--- src/rtl/mem_bus_arbiter.sv ---
// Two-master (fetch/data) arbiter onto a single SRAM-like bus, one transaction outstanding.
// Define MEM_ARB_RR_EN to alternate grants on simultaneous requests; otherwise data always wins.
module mem_bus_arbiter (
    input  logic        clk,
    input  logic        reset,
    input  logic        inst_req,
    input  logic [31:0] inst_addr,
    output logic [31:0] inst_rdata,
    output logic        inst_done,
    input  logic        data_req,
    input  logic        data_we,
    input  logic [3:0]  data_sel,
    input  logic [31:0] data_addr,
    input  logic [31:0] data_wdata,
    output logic [31:0] data_rdata,
    output logic        data_done,
    output logic        bus_req,
    output logic        bus_wr,
    output logic [1:0]  bus_size,
    output logic [3:0]  bus_wstrb,
    output logic [31:0] bus_addr,
    output logic [31:0] bus_wdata,
    input  logic        bus_addr_ok,
    input  logic        bus_data_ok,
    input  logic [31:0] bus_rdata,
    output logic        stall_o
);

    typedef enum logic [1:0] {
        IDLE = 2'd0,
        ADDR = 2'd1,
        DATA = 2'd2
    } state_t;

    state_t      state_q;
    logic        bus_req_q;
    logic        owner_q;
    logic        we_q;
    logic [3:0]  sel_q;
    logic [31:0] addr_q;
    logic [31:0] wdata_q;
    logic        grant_data_d;
    logic        done_fire;

    function automatic logic [1:0] sel_to_size(input logic [3:0] sel);
        case (sel)
            4'b1111:          sel_to_size = 2'd2;
            4'b0011, 4'b1100: sel_to_size = 2'd1;
            default:          sel_to_size = 2'd0;
        endcase
    endfunction

`ifdef MEM_ARB_RR_EN
    logic last_q;
    // On a tie, data wins only if fetch held the previous grant.
    assign grant_data_d = data_req & (~inst_req | ~last_q);
`else
    assign grant_data_d = data_req;
`endif

    always_ff @(posedge clk or negedge reset) begin
        if (!reset) begin
            state_q   <= IDLE;
            bus_req_q <= 1'b0;
            owner_q   <= 1'b0;
            we_q      <= 1'b0;
            sel_q     <= 4'b0000;
            addr_q    <= 32'h0;
            wdata_q   <= 32'h0;
`ifdef MEM_ARB_RR_EN
            last_q    <= 1'b0;
`endif
        end else begin
            case (state_q)
                IDLE: begin
                    if (inst_req | data_req) begin
                        state_q   <= ADDR;
                        bus_req_q <= 1'b1;
                        owner_q   <= grant_data_d;
                        we_q      <= grant_data_d & data_we;
                        // Fetches are full words, so they carry an all-ones select.
                        sel_q     <= grant_data_d ? data_sel : 4'b1111;
                        addr_q    <= grant_data_d ? data_addr : inst_addr;
                        wdata_q   <= grant_data_d ? data_wdata : 32'h0;
`ifdef MEM_ARB_RR_EN
                        last_q    <= grant_data_d;
`endif
                    end
                end
                ADDR: begin
                    if (bus_addr_ok) begin
                        state_q   <= DATA;
                        bus_req_q <= 1'b0;
                    end
                end
                DATA: begin
                    if (bus_data_ok) begin
                        state_q <= IDLE;
                    end
                end
                default: begin
                    state_q   <= IDLE;
                    bus_req_q <= 1'b0;
                end
            endcase
        end
    end

    assign bus_req   = bus_req_q;
    assign bus_wr    = we_q;
    assign bus_size  = sel_to_size(sel_q);
    assign bus_wstrb = we_q ? sel_q : 4'b0000;
    assign bus_addr  = addr_q;
    assign bus_wdata = wdata_q;

    assign done_fire  = (state_q == DATA) & bus_data_ok;
    assign inst_done  = done_fire & ~owner_q;
    assign data_done  = done_fire & owner_q;
    assign inst_rdata = inst_done ? bus_rdata : 32'h0;
    assign data_rdata = data_done ? bus_rdata : 32'h0;

    assign stall_o = reset & ((inst_req & ~inst_done) | (data_req & ~data_done));

endmodule

--- config.mk ---
export PLATFORM = sky130hd
export DESIGN_NAME = mem_bus_arbiter
export DESIGN_NICKNAME = d
export VERILOG_FILES = /design/src/rtl/mem_bus_arbiter.sv
export SDC_FILE = /design/constraint.sdc
export NUM_CORES = 1
export LEC_CHECK = 0
export CAP_MARGIN = 10
export CORE_AREA = 2 2 107 109
export CTS_CLUSTER_SIZE = 25
export DETAILED_ROUTE_END_ITERATION = 10
export DIE_AREA = 0 0 109 111
export GPL_ROUTABILITY_DRIVEN = 0
export PLACE_DENSITY = 0.84
export RECOVER_POWER = 50
export SKIP_LAST_GASP = 1
export SLEW_MARGIN = 5
export SYNTH_ARGS = -nofsm -noshare
export SYNTH_HDL_FRONTEND = slang
export SYNTH_SLANG_ARGS = --single-unit
export TNS_END_PERCENT = 20
--- constraint.sdc ---
create_clock -name clk -period 2 [get_ports clk]
set_input_delay 0.4 -clock clk [delete_from_list [all_inputs] [get_ports clk]]
set_output_delay 0.4 -clock clk [all_outputs]
set_load 0.02 [all_outputs]
==> impl_metrics.ini <==
[worst_setup_path]
worst_path_dominant_cell_family = buffers and inverters
crit_arrival_ns = 1.67
critical_path_class = reg2out
end_kind = output pin
path_cells = nand2b_4 -> nor2_1 -> buf_4 -> and2_1 -> clkdlybuf4s15_1
slowest_stage = dfrtp_1
path_buf_inv = 2
crit_fanout = 14
start_kind = flip-flop
required_ns = 1.60
max_stage_delay_ns = 0.37

[clock_tree]
cts_tree = yes
cts.clk_slew.worst_paths_ns = 0.06
clock_path_buffers = 2
cts_buffers = 9
clk_latency_ns = 0.33
root_buffer = clkbuf_16
clock_sinks = 73
htree_levels = 3
holdBufCountCts = 0

[pwr]
leakage_nw = 3.076
p_clk_frac = 0.179
swShare = 0.3591
p_sw_mw = 3.421
p_int_mw = 6.106
seqPwrFrac = 0.286
ir_drop_v = 0.0009761
p_total_mw = 9.528
p_per_area_nw_per_um2 = 1390
pwr-share-comb = 0.535

[timing]
fin_ws_ns = -0.06717
worst_hold_slack_ns = 0.3748
setup_tns_ns = -1.411
hold_violations = 0
rsz0062_at_grt = true
setup_violations = 36
slew_headroom = 0.07968
tightestPinTransition_ns = 1.380
max_freq_ghz = 0.4838
final-max-slew-violation-count = 0
finClkSkew_ns = 0.006428
fin_crit_sh = 1.034
fin_crit_ns = 2.067

[global_routing]
grt_pass1_vias = 3683
track_usage = 0.2098
grt_pass1_wl_um = 19480
grt-ovfl-total = 0
antenna_found_initial = 0
grt_max_degree = 57

[cells_and_area]
drive_above_1_share = 0.2500
fin_nets = 715
final_common_cell = clkdlybuf4s50_1
final_cell_count_no_fill = 724
final_cell_mix = clkdlybuf4s50_1, dfrtp_1, and2_1
syn_to_final_growth_pct = 86.93

[synth]
syn_nets = 427
ys_ff_latch = 73
synth_area_leaders = dfrtp_1, and2_1, mux2_2, mux2_4, a22o_1
syn_avg_cell_area_sq_um = 12.73
yosys.area.top_type = dfrtp_1
syn_area_sq_um = 3667
yosysSeqAreaShare = 0.4981
synth_cell_type_count = 23
yosysTopAreaCellShare = 0.4981
synthCells = 288
ys_warn_count = 0

[floorplan]
die-area_sq_um = 12100
design.core.area_sq_um = 11080
die_h_um = 111
rows = 39
io_pins = 278
start_util = 0.3311
fp.dieW_um = 109

[placed_design]
numPlacedInstances = 703
port_buffers = 277
hpwl_um = 9843

[run]
drv_cap = 0

[drt]
drtIter0Drc = 110
firstDrtPassIters = 6
antenna_left = 0
avgViaCountPerCell = 4.706
wire_per_inst_um = 17.71
vias = 3407
drc_errors = 0
wl_um = 12820

[outcome]
status = complete, but fails checks
failed_checks = setup timing

[hold_path]
hp-class = in2async
## cells in the mapped netlist (all sizes together)
master,count
dfrtp,73
and2,69
mux2,64
a22o,33
buf,19
nand2,8
o22a,4
nor2,3
o21ai,3
clkbuf,2
nand2b,2
o22ai,2
a21o,1
inv,1
nor3b,1
o21a,1
o31ai,1
or3,1
## what timing repair did
action / CTS / global route
pin swaps: 0 / 2
endpoints found under the setup margin: 70 / 71
setup buffers: 2 / 1
endpoints found under the hold margin: 0 / 0
cloned: 1 / 1
gates resized for setup: 127 / 103
## power by group through the flow
| stage | clock network (mW) | logic (mW) | registers (mW) |
|---|---|---|---|
| global placement | 0 | 5.12 | 2.68 |
| detailed placement | 0 | 5.20 | 2.70 |
| global route | 1.80 | 5.37 | 2.82 |
| CTS | 1.74 | 5.20 | 2.73 |
| finish | 1.70 | 5.10 | 2.72 |
| floorplan | 0 | 1.91 | 3.51 |
## path summary, 6_finish.rpt
path | startpoint | slack, ns | endpoint | cells after the start
setup / recovery | state_q[0] | -0.07 | data_rdata[3] | 5
hold / removal | reset | 0.37 | bus_wdata[31] | 2
setup reg to reg | state_q[1] | -0.02 | bus_addr[6] | 5
hold reg to reg | bus_req | 0.49 | bus_req | 2
max in group asynchronous | reset | 0.57 | bus_addr[28] | 2
min in group clk | bus_data_ok | 0.47 | state_q[1] | 2
## routing by layer
layer  GRT usage  vias to the layer above  share of wire
met5           0                        -              0
met4     0.09487                        0          0.030
met3     0.06114                       26          0.094
met2      0.3706                      171           0.52
met1      0.2273                     1623           0.35
li1            -                     1587              -
## area by class of cell
class                      count  area, sq um
fill                         886         4222
timing repair buffer         298         2800
sequential                    73         1827
multi-input combinational    193         1724
clock buffer                  10        239.0
tap                          143        178.9
clock inverter                 5        80.08
inverter                       1        3.754
antenna                        1        2.502
## cell families (layout without fill, tap and decap cells)
family	after synthesis	after routing	synth area share
compound gates	45	45	0.1030
flops	73	73	0.4981
buf+inv	22	314	0.03753
simple gates	84	84	0.1382
other cells	0	1	0
mux	64	64	0.2231
## state kept, by name, summed over array words and instances (netlist names)
signal     count
state_q        2
bus_wdata     32
bus_wr         1
owner_q        1
bus_req        1
bus_addr      32
sel_q          4
## worst register-to-register path: stages, from the launching register on
cell and delay (ns):
dfrtp_1 0.41, buf_4 0.15, nor2_2 0.10, o21a_2 0.16, clkbuf_2 0.65, mux2_2 0.43
## per-stage QoR
| stage | instance area [sq um] | util | worst slack [ns] |
|---|---|---|---|
| 3_3_place_gp | 6621 | 0.5978 | -0.4682 |
| 3_5_place_dp | 6621 | 0.5978 | -0.5602 |
| 5_1_grt | 6853 | 0.6187 | -0.1415 |
| 6_report | 6855 | 0.6189 | -0.06717 |
| 2_1_floorplan | 3667 | - | 0.2620 |
| 4_1_cts | 6892 | 0.6222 | -0.1828 |
(Power assumes the default switching activity.)
